===== src/rtl/imm_gen_pipe.sv =====
// imm_gen_pipe: pipelined RISC-V immediate generator.
// Decodes the I/S/B/U/J/shamt immediates of each accepted instruction, then
// registers the result into a 2-entry (head + skid) output buffer. The buffer
// keeps full throughput under back-pressure, and results leave in strict FIFO
// order one cycle after acceptance.
// Optional feature: define IMM_CSR_EN to decode the CSR-immediate forms
// (csrrwi/csrrsi/csrrci) as format 7. Without it, opcode 1110011 decodes as NONE.
module imm_gen_pipe #(
    parameter int XLEN  = 32,
    parameter int TAG_W = 4
) (
    input  logic             clk,
    input  logic             rst_n,
    input  logic             flush,
    input  logic             in_valid,
    output logic             in_ready,
    input  logic [31:0]      in_inst,
    input  logic [TAG_W-1:0] in_tag,
    output logic             out_valid,
    input  logic             out_ready,
    output logic [XLEN-1:0]  out_imm,
    output logic [2:0]       out_fmt,
    output logic             out_illegal,
    output logic [TAG_W-1:0] out_tag
);

    typedef enum logic [2:0] {
        FMT_NONE  = 3'd0,
        FMT_I     = 3'd1,
        FMT_S     = 3'd2,
        FMT_B     = 3'd3,
        FMT_U     = 3'd4,
        FMT_J     = 3'd5,
        FMT_SHAMT = 3'd6,
        FMT_CSR   = 3'd7
    } fmt_e;

    typedef struct packed {
        logic [XLEN-1:0]  imm;
        fmt_e             fmt;
        logic             illegal;
        logic [TAG_W-1:0] tag;
    } entry_t;

    localparam logic [6:0] OP_LOAD   = 7'b0000011;
    localparam logic [6:0] OP_JALR   = 7'b1100111;
    localparam logic [6:0] OP_IMM    = 7'b0010011;
    localparam logic [6:0] OP_STORE  = 7'b0100011;
    localparam logic [6:0] OP_BRANCH = 7'b1100011;
    localparam logic [6:0] OP_LUI    = 7'b0110111;
    localparam logic [6:0] OP_AUIPC  = 7'b0010111;
    localparam logic [6:0] OP_JAL    = 7'b1101111;
    localparam logic [6:0] OP_SYSTEM = 7'b1110011;

    // Sign-extend a 32-bit immediate (sign bit is inst[31]) to XLEN.
    function automatic logic [XLEN-1:0] sx(input logic [31:0] v);
        return XLEN'($signed(v));
    endfunction

    logic [6:0] opcode;
    logic [2:0] funct3;
    logic       shamt_ok;
    entry_t     dec;

    assign opcode = in_inst[6:0];
    assign funct3 = in_inst[14:12];

    // Shift-immediate legality: the bits above shamt select slli/srli or srai.
    always_comb begin
        shamt_ok = 1'b0;
        if (XLEN == 64) begin
            shamt_ok = (in_inst[31:26] == 6'b000000) ||
                       (in_inst[31:26] == 6'b010000 && funct3 == 3'b101);
        end else begin
            shamt_ok = (in_inst[31:25] == 7'b0000000) ||
                       (in_inst[31:25] == 7'b0100000 && funct3 == 3'b101);
        end
    end

    // Combinational decode of the incoming instruction word.
    always_comb begin
        // NOTE: every field gets a default first so no path through the case leaves a latch.
        dec         = '0;
        dec.fmt     = FMT_NONE;
        dec.illegal = 1'b0;
        dec.tag     = in_tag;
        if (in_inst[1:0] != 2'b11) begin
            dec.illegal = 1'b1;
        end else begin
            case (opcode)
                OP_LOAD, OP_JALR: begin
                    dec.fmt = FMT_I;
                    dec.imm = sx({{20{in_inst[31]}}, in_inst[31:20]});
                end
                OP_IMM: begin
                    if (funct3 == 3'b001 || funct3 == 3'b101) begin
                        dec.fmt = FMT_SHAMT;
                        if (!shamt_ok) begin
                            dec.illegal = 1'b1;
                        end else if (XLEN == 64) begin
                            dec.imm = XLEN'(in_inst[25:20]);
                        end else begin
                            dec.imm = XLEN'(in_inst[24:20]);
                        end
                    end else begin
                        dec.fmt = FMT_I;
                        dec.imm = sx({{20{in_inst[31]}}, in_inst[31:20]});
                    end
                end
                OP_STORE: begin
                    dec.fmt = FMT_S;
                    dec.imm = sx({{20{in_inst[31]}}, in_inst[31:25], in_inst[11:7]});
                end
                OP_BRANCH: begin
                    dec.fmt = FMT_B;
                    dec.imm = sx({{19{in_inst[31]}}, in_inst[31], in_inst[7],
                                  in_inst[30:25], in_inst[11:8], 1'b0});
                end
                OP_LUI, OP_AUIPC: begin
                    dec.fmt = FMT_U;
                    dec.imm = sx({in_inst[31:12], 12'b0});
                end
                OP_JAL: begin
                    dec.fmt = FMT_J;
                    dec.imm = sx({{11{in_inst[31]}}, in_inst[31], in_inst[19:12],
                                  in_inst[20], in_inst[30:21], 1'b0});
                end
`ifdef IMM_CSR_EN
                OP_SYSTEM: begin
                    if (funct3[2]) begin
                        dec.fmt = FMT_CSR;
                        dec.imm = XLEN'(in_inst[19:15]);
                    end
                end
`else
                OP_SYSTEM: begin
                    dec.fmt = FMT_NONE;
                end
`endif
                default: begin
                    dec.fmt = FMT_NONE;
                end
            endcase
        end
    end

    // Output buffer state: head drives out_*, skid catches one extra entry.
    logic [1:0] count_q, count_d;
    entry_t     head_q, head_d;
    entry_t     skid_q, skid_d;
    logic       in_ready_q;
    logic       push, pop;

    assign in_ready  = in_ready_q;
    assign out_valid = (count_q != 2'd0);
    assign push      = in_valid && in_ready_q;
    assign pop       = out_valid && out_ready;

    // Next buffer state; flush voids any handshake in the same cycle.
    always_comb begin
        count_d = count_q;
        head_d  = head_q;
        skid_d  = skid_q;
        if (flush) begin
            count_d = 2'd0;
        end else begin
            case (count_q)
                2'd0: begin
                    if (push) begin
                        head_d  = dec;
                        count_d = 2'd1;
                    end
                end
                2'd1: begin
                    if (push && pop) begin
                        head_d = dec;
                    end else if (push) begin
                        skid_d  = dec;
                        count_d = 2'd2;
                    end else if (pop) begin
                        count_d = 2'd0;
                    end
                end
                default: begin
                    if (pop) begin
                        head_d  = skid_q;
                        count_d = 2'd1;
                    end
                end
            endcase
        end
    end

    // Buffer registers; in_ready is registered from the next occupancy.
    always_ff @(posedge clk or negedge rst_n) begin
        // NOTE: the data entries are reset too, because out_* must read zero straight out of reset.
        if (!rst_n) begin
            count_q    <= 2'd0;
            head_q     <= '0;
            skid_q     <= '0;
            in_ready_q <= 1'b1;
        end else begin
            // NOTE: non-blocking assignments so every register samples pre-edge values.
            count_q    <= count_d;
            head_q     <= head_d;
            skid_q     <= skid_d;
            in_ready_q <= (count_d != 2'd2);
        end
    end

    assign out_imm     = head_q.imm;
    assign out_fmt     = head_q.fmt;
    assign out_illegal = head_q.illegal;
    assign out_tag     = head_q.tag;

endmodule


===== config.mk =====
export PLATFORM = sky130hd
export DESIGN_NAME = imm_gen_pipe
export DESIGN_NICKNAME = d
export VERILOG_FILES = /design/src/rtl/imm_gen_pipe.sv
export SDC_FILE = /design/constraint.sdc
export NUM_CORES = 1
export LEC_CHECK = 0
export ABC_CLOCK_PERIOD_IN_PS = 1500
export BUFFER_PORTS_ARGS = -buffer_cell sky130_fd_sc_hd__buf_2
export CAP_MARGIN = 20
export CORE_UTILIZATION = 35
export DETAILED_ROUTE_END_ITERATION = 7
export GPL_TIMING_DRIVEN = 0
export PLACE_DENSITY = 0.63
export SYNTH_ARGS = -nofsm -noshare
export SYNTH_HDL_FRONTEND = slang
export SYNTH_SLANG_ARGS = --single-unit

===== constraint.sdc =====
create_clock -name clk -period 1.5 [get_ports clk]
set_input_delay 0.225 -clock clk [delete_from_list [all_inputs] [get_ports clk]]
set_output_delay 0.225 -clock clk [all_outputs]
set_load 0.03 [all_outputs]

==> run summary, run 1 <==
Summing the areas of all compound-gate instances in the mapped netlist gives 21.7% of the synthesized area. The detailed router finished its first iteration with 213 violations. Subtracting the final worst setup slack from the clock period gives 1.73 ns. Registers take 2080 um2.

Synthesis produced a netlist whose cell count is 397. Element type at the critical path start: a flop. The synthesis-to-layout area growth came out at 53.2%. The slowest stage of the critical path belongs to the cell or3_4. Summed over all layers, the global routing overflow is 0. Global routing consumed, on the met2 layer, 35.9% of the routing resources.

Cell internal power was estimated by the tool at 4.01 mW. The tools report the count of clock tree sinks as 83. The layer flagged by global routing as most heavily used is met2. On the final layout, the worst hold slack is 0.0702 ns. The max-slew violation count was 0. The portion of synthesized area spent on multiplexers is 1.89%. For the number of antenna repair diodes, the log shows 0.

The synthesized netlist devotes 0% of its cell area to XOR and XNOR gates. The analysis attributes to cell leakage a power of 2.67 nW. The distinct cell type count of the synthesized netlist was 50; the total buffers and inverters traversed by the critical path was 2. Measured on the finished design, the core utilization comes to 56.1%.

Setup repair after global routing could not meet its margin everywhere. After Yosys synthesis, full adders, half adders and majority gates account for 0% of the synthesized area. The synthesized flop and latch total was 83; the routed wire length was 13000 um. The per-instance average area after synthesis was 9.65 um2; the overall track demand over capacity in global routing was 22.6%. The detailed router placed 3785 vias in this run. TritonCTS built the clock tree. The post-detailed-placement half-perimeter wirelength was 7890 um; the width of the chip was 107 um. The run finished, with violations left. The number of levels in the clock H-tree came out at 3. Before antenna repair, the detailed router went through 5 iterations.

Of all nets on the critical path, the largest fanout is 6. The run gives 46.1% as the part of the power in registers. The floorplan step defined a die boundary enclosing 11400 um2. The final reports fail on negative setup slack. The number of nets in the synthesized netlist is 438. Dominant register cell in the synthesized netlist: dfrtp_1. Input and output buffers added on the ports amount to 80.

The die height was 107 um. Combinational cells account for 27.0% of the total power. The tools report the initial antenna violation count as 0. The analysis attributes to net switching a power of 2.05 mW. The tools report the number of buffers on the longest clock path as 2. The largest family of logic cells by synthesized area was compound AO/OA/AOI/OAI gates.

The tools report the pin count of the biggest net entering global routing as 45. In this run the count of I/O pins placed on the die edge is 83. The number of inserted filler cells in the final layout came out at 896.

The run gives 0 as the count of final hold-check violations. Of the total power, the clock network draws 26.9%. The number of global-route vias before repair was 3803; the total standard cell area after synthesis was 3830 um2. The critical path class is reg2reg. In the synthesized netlist the async set-or-reset flop fraction comes to 100%.

The first global-routing pass estimated 19700 um of wire. The average wire per cell in the routed design was 19.5 um. Once detail routing completed, the nets flagged for antenna violations numbered 0.

The maximum clock rate was 578 MHz; the worst-case setup margin in the final layout was -0.231 ns. The sequential fraction of the synthesis area came out at 54.3%. For this run, global-route usage on met3 was measured as 4.13%. IR analysis of the VDD net gives a maximum drop of 599 uV. The worst stage delay on the critical path was 0.45 ns; the clock-pin slew reported for the worst setup and hold paths after clock tree synthesis was 0.09 ns.

For the final clock skew, the log shows 0.0122 ns. The power density relative to cell area was 1030 nW/um2. In this run, synthesis inferred 0 flip-flops with an integrated enable.

The tools report the CTS buffer count as 9. Using the TritonRoute via totals, the vias-per-cell ratio works out to 5.67. For the worst setup path, the data required time is 1.76 ns. The area of the core is 10500 um2. The worst setup path is captured at a flop. In this run, placement finished with an instance count of 614.

The tightest min-delay check is of the in2reg type. The number of DRC violations after detailed routing was 0. The clock reaches the later pin of the worst-skew pair after 0.37 ns. The kind of cell with the highest combined delay on the critical path was simple AND/OR/NAND/NOR gates. The synthesized netlist devotes 18.0% of its cell area to simple gates. The worst path uses 115% of the clock period.

Setup violations remaining at the end of the flow were counted as 81. After the last flow step, the layout net total stands at 568. Headroom to the max-slew limit came out at 42.6%. At the end of routability-driven placement, the weighted congestion stood at 0.850. For the pin with the worst max-slew slack, the measured transition is 0.858 ns. The initial cell density of the core was 36.6%; the global routing usage on met1 was 30.6%. The tree is rooted in a clkbuf_8. The Yosys step of the flow raised 0 warnings. Walking the worst path, the cells encountered are o21ba_4 -> or3_4 -> buf_12 -> clkbuf_16 -> a21oi_4 -> o22ai_2.

The switching part of the total power is 33.8%, and the number of rows in the core area is 37. Data on the critical path arrives at its endpoint at 1.99 ns. The logs give 2160 um2 for the combined area of the multi-input logic cells and 668 for the number of standard cells in the layout, taps in and fillers out. The number of max-cap violations came out at 0.

Cells with a size suffix above 1 make up 49.4% of the layout.
## kinds of logic (layout without fill, tap and decap cells)
family | after synthesis | in the layout
AO/OA/AOI/OAI | 130 | 130
buffers and inverters | 33 | 168
AND/OR/NAND/NOR | 144 | 144
multiplexers | 7 | 7
flip-flops | 83 | 83
## power groups by stage
stage	clock network [mW]	logic (mW)	registers [mW]
2_1_floorplan	0	0.476	3.05
3_3_place_gp	0	1.18	2.75
3_5_place_dp	0	1.22	2.77
4_1_cts	1.67	1.47	2.76
5_1_grt	1.74	1.75	2.82
6_report	1.63	1.64	2.79
## worst register-to-register path: cells and delay by family, from the launching register on
kind	cells	cell delay, ns
compound gates	3	0.40
buf+inv	2	0.34
flops	1	0.44
simple gates	1	0.45
## cells in the final DEF, fill, tap and decap left out, types with 3 or more instances in the layout
cell	count
o21ai_0	4
nor2b_1	5
o21ai_2	9
nand2_1	36
nand2_4	12
clkbuf_8	11
nor2_4	4
and3_1	9
mux2i_1	5
inv_1	7
a21oi_4	5
buf_16	3
buf_2	82
nand2b_1	5
nand2_2	13
a21oi_2	23
o22ai_1	13
buf_8	7
o22ai_4	3
nand3b_1	4
nor2_1	28
dfrtp_1	81
a31oi_1	4
buf_12	4
nor3_1	5
clkbuf_16	6
buf_4	19
a221o_1	10
buf_6	19
a21oi_1	18
a22o_1	7
o21ai_1	9
a221oi_4	4
o22ai_2	10
## final timing paths
check | startpoint | to | slack (ns) | depth (start not counted)
max | count_q[1] | out_imm[19] | -0.23 | 6
min | in_tag[0] | skid_q[0] | 0.07 | 3
max reg2reg | count_q[1] | out_imm[19] | -0.23 | 6
min reg2reg | out_tag[0] | out_tag[0] | 0.49 | 2
max in group asynchronous | rst_n | in_ready | 0.45 | 3
min in group asynchronous | rst_n | out_tag[2] | 0.38 | 2
## final cells by class
| class | instances | share of cell area (%) |
|---|---|---|
| sequential | 83 | 35.4 |
| inverter | 7 | 0.448 |
| timing repair buffer | 121 | 15.9 |
| buffer | 24 | 5.12 |
| clock inverter | 6 | 1.11 |
| tap | 136 | 2.90 |
| clock buffer | 10 | 2.18 |
| multi-input combinational | 281 | 36.9 |
## flip-flops by register name, indices dropped and copies added (netlist names)
signal	flops
out_tag	4
skid_q	40
out_imm	32
out_illegal	1
in_ready	1
out_fmt	3
count_q	2
## synthesized netlist by cell type, drive strengths merged, types with 6 or more instances
| cell | number | share of area, % |
|---|---|---|
| and3 | 10 | 1.6 |
| buf | 12 | 2.1 |
| a22o | 7 | 1.6 |
| a221o | 10 | 2.6 |
| nand2b | 6 | 0.98 |
| nor3 | 9 | 1.3 |
| dfrtp | 82 | 54 |
| nor2 | 34 | 3.5 |
| nor2b | 6 | 0.98 |
| inv | 7 | 0.69 |
| o22ai | 26 | 4.2 |
| o21ai | 22 | 2.9 |
| clkbuf | 14 | 1.4 |
| a21oi | 46 | 6.1 |
| nand2 | 61 | 6.0 |
## stage by stage
stage          total power, mW  cell area, um2  worst slack [ns]  TNS, ns
2_1_floorplan             3.53            3890            -0.244   -10.41
3_3_place_gp              3.93            4460            -0.525   -64.65
3_5_place_dp              3.98            4490            -0.519   -30.78
4_1_cts                   5.90            5390            -0.237   -11.33
5_1_grt                   6.31            5870            -0.263   -14.35
6_report                  6.05            5870            -0.231   -10.61
## metal layers
layer	wire length, um	share of wire [%]
met1	5580	43
met2	6270	48
met3	880	6.8
met4	298	2.3
met5	0	0
## timing repair
action,in CTS,in global routing
hold buffers,1,0
setup endpoints to repair,81,81
gates resized for setup,111,100
endpoints found under the hold margin,39,0
setup buffers,23,9
pin swaps,24,47
gates cloned,5,5
Note: power is estimated with default switching activity, not from simulation.
==> inputs of run 2 (changes only) <==
--- a/config.mk
+++ b/config.mk
@@ -9,9 +9,10 @@
 export BUFFER_PORTS_ARGS = -buffer_cell sky130_fd_sc_hd__buf_2
 export CAP_MARGIN = 20
 export CORE_UTILIZATION = 35
+export CTS_BUF_LIST = sky130_fd_sc_hd__clkbuf_4 sky130_fd_sc_hd__clkbuf_8
 export DETAILED_ROUTE_END_ITERATION = 7
 export GPL_TIMING_DRIVEN = 0
-export PLACE_DENSITY = 0.63
+export PLACE_DENSITY = 0.61
 export SYNTH_ARGS = -nofsm -noshare
 export SYNTH_HDL_FRONTEND = slang
 export SYNTH_SLANG_ARGS = --single-unit
==> run 2 against run 1 <==
Net effect:
- the flow still finishes with violations (negative setup slack)
- global-route usage fell by 0.45 points
- hold slack got worse by 0.0026 ns
- non-clock buffer count down 9
- via count fell by 3.4%
- die area unchanged
- core utilization fell by 4.5 points
- register-to-register slack worse by 0.04 ns
- count of clock-buffer cells in the layout down 1
==> run summary, run 2 (synthesis gave the netlist of run 1 again) <==
The run finished, with violations left. The checks that failed: negative setup slack. Setup violations remaining at the end of the flow were counted as 81. Number of DRC violations after detailed routing: 0.

At the end of routability-driven placement, the weighted congestion stood at 0.884. The logs give 0 for the initial antenna violation count and -0.271 ns for the worst-case setup margin in the final layout. The element type at the critical path end was a flop. The longest clock path from root to sink contains 2 buffers. Clock-pin slew was measured on the worst setup and hold paths at 0.09 ns. CTS built an H-tree with a depth of 3. The number of max-cap violations is 0.

In this run the worst path has a maximum fanout of 5. In the finished design, the share of the clock period the worst path needs comes to 118%. The average wire per cell in the routed design was 18.4 um. Leaving out fill and tap cells, the most frequent cell in the layout is dfrtp_1. The worst pin sits at a relative slew slack of 46.4%. For the finished layout, the period the worst path requires is 1.77 ns. Leaving out filler cells and counting taps, the final layout contains 659.

At the pin with the least slew margin, the transition time is 0.801 ns. The synthesis-to-layout area growth is 40.8%. The tools report the count of clock tree sinks as 83. For this design the static power due to leakage is 2.50 nW. The class of the tightest hold or removal check is in2reg. 83 I/O pins were placed. Measured on the finished design, the core utilization comes to 51.5%.

The count of final hold-check violations was 0. In this run the clock root is driven by a clkbuf_8. The post-detailed-placement half-perimeter wirelength was 7800 um.

The number of global-route vias before repair came out at 3539. The cell total after placement came out at 614. In the layout the commonest cells are dfrtp_1, buf_2, nand2_1.

Setup repair after global routing could not meet its margin everywhere. The final route contains 3656 vias. The element type at the critical path start is a flop. For the arrival time of the worst setup path, the log shows 2.01 ns. The count of nets left with antenna violations once routing finished came out at 0. The worst setup path is of the reg2reg kind. The area of the core is 10500 um2. The tools report the die outline area as 11400 um2. For the number of inserted filler cells in the final layout, the log shows 989. The CTS buffer count is 9, and the total negative setup slack is -10.60 ns. The violation count after the first detailed-route iteration is 250. In the final layout, the share of cells above drive strength 1 is 38.6%. Port buffering added 80 buffers.

The data required time at the worst endpoint is 1.74 ns. The via-per-instance ratio works out to 5.55. The tools report the number of rows in the core area as 37.

For this run the aggregate overflow at the end of global routing stands at 0. The max-slew violation count was 0. For the worst-skew pair, the clock arrives at the later sink with an insertion delay of 0.36 ns. The maximum clock rate was 565 MHz; the number of flip-flops in the largest register was 40. skid_q holds more flip-flops than any other register. Power density relative to cell area: 1110 nW/um2. 0 antenna diodes ended up in the layout. The width of the chip was 107 um. For the final clock skew, the log shows 0.0118 ns. The number of optimization iterations in the first detailed-route pass is 5. The worst-case IR drop observed on VDD is 677 uV. The tightest hold path in the finished design has a slack of 0.0676 ns. The combined area of the multi-input logic cells is 1840 um2.

Registers take 2080 um2. TritonCTS built the clock tree. Entering global routing, the biggest net connects 43 pins.

For this run, the post-layout net count is 559. The logs give 19300 um for the wire length of the first global-routing pass and 5390 um2 for the post-route standard cell area excluding fillers. Wires add up to 12100 um. The total placed instance area was 4490 um2.

The floorplan step set the die height to 107 um. Global routing used 22.1% of the available tracks across all layers. The run gives 36.6% as the initial cell density of the core.
## run 2: cell count changes in the layout (fill, tap and decap cells not counted), moves of 10 or more
cell	previous run	this run
a21oi_2	23	11
a21oi_1	18	33
nand2_1	36	58
nand2_4	12	1
nand2_2	13	2
buf_6	19	9
## run 2: path summary, 6_finish.rpt
| check | startpoint | to | slack (ns) | cells after the start |
|---|---|---|---|---|
| worst min-delay path | in_tag[3] | skid_q[3] | 0.07 | 3 |
| min in group asynchronous | rst_n | out_imm[11] | 0.39 | 2 |
| max in group asynchronous | rst_n | skid_q[18] | 0.47 | 3 |
| worst max register to register | in_ready | out_imm[16] | -0.27 | 7 |
| worst max-delay path | in_ready | out_imm[16] | -0.27 | 7 |
| worst min register to register | skid_q[19] | skid_q[19] | 0.47 | 2 |
## run 2: layer usage
layer	vias to the layer above	track usage, %	part of all wire [%]
met3	12	4.56	6.9
met4	0	6.07	1.2
met1	1815	31.7	45
li1	1678	-	-
met5	-	0	0
met2	151	33.9	46
## run 2: worst max-delay path: stages, from the launching register on
cell and delay, ns:
dfstp_2 0.59, a21oi_4 0.07, or3_1 0.35, buf_6 0.15, buf_6 0.13, clkbuf_16 0.15
a21oi_2 0.10, o22ai_1 0.09
## run 2: metrics by stage
step | worst slack [ns] | power (mW)
finish | -0.271 | 5.97
floorplan | -0.244 | 3.53
CTS | -0.245 | 5.93
detailed placement | -0.569 | 3.97
global placement | -0.519 | 3.93
global route | -0.314 | 6.24
## run 2: final cells by class
class	instances	area share [%]
inverters	7	0.487
multi-input cells	281	34.2
plain buffers	25	5.52
clock inverters	7	1.72
repair buffers	111	14.1
clock buffers	9	2.30
flip-flops and latches	83	38.6
well taps	136	3.16
## run 2: report_power, final
group,leakage (nW),switching [mW],internal [mW]
Sequential,1.06,0.187,2.55
Clock,0.113,0.864,0.935
Combinational,1.32,0.872,0.563
Total,2.50,1.92,4.05
## run 2: timing repair
action                                  in CTS  in global routing
setup buffers                               16                  5
gates resized for setup                     83                 24
hold buffers                                 1                  0
cloned                                       7                  1
endpoints found under the setup margin      81                 83
endpoints found under the hold margin       40                  0
pin swaps                                   20                  7
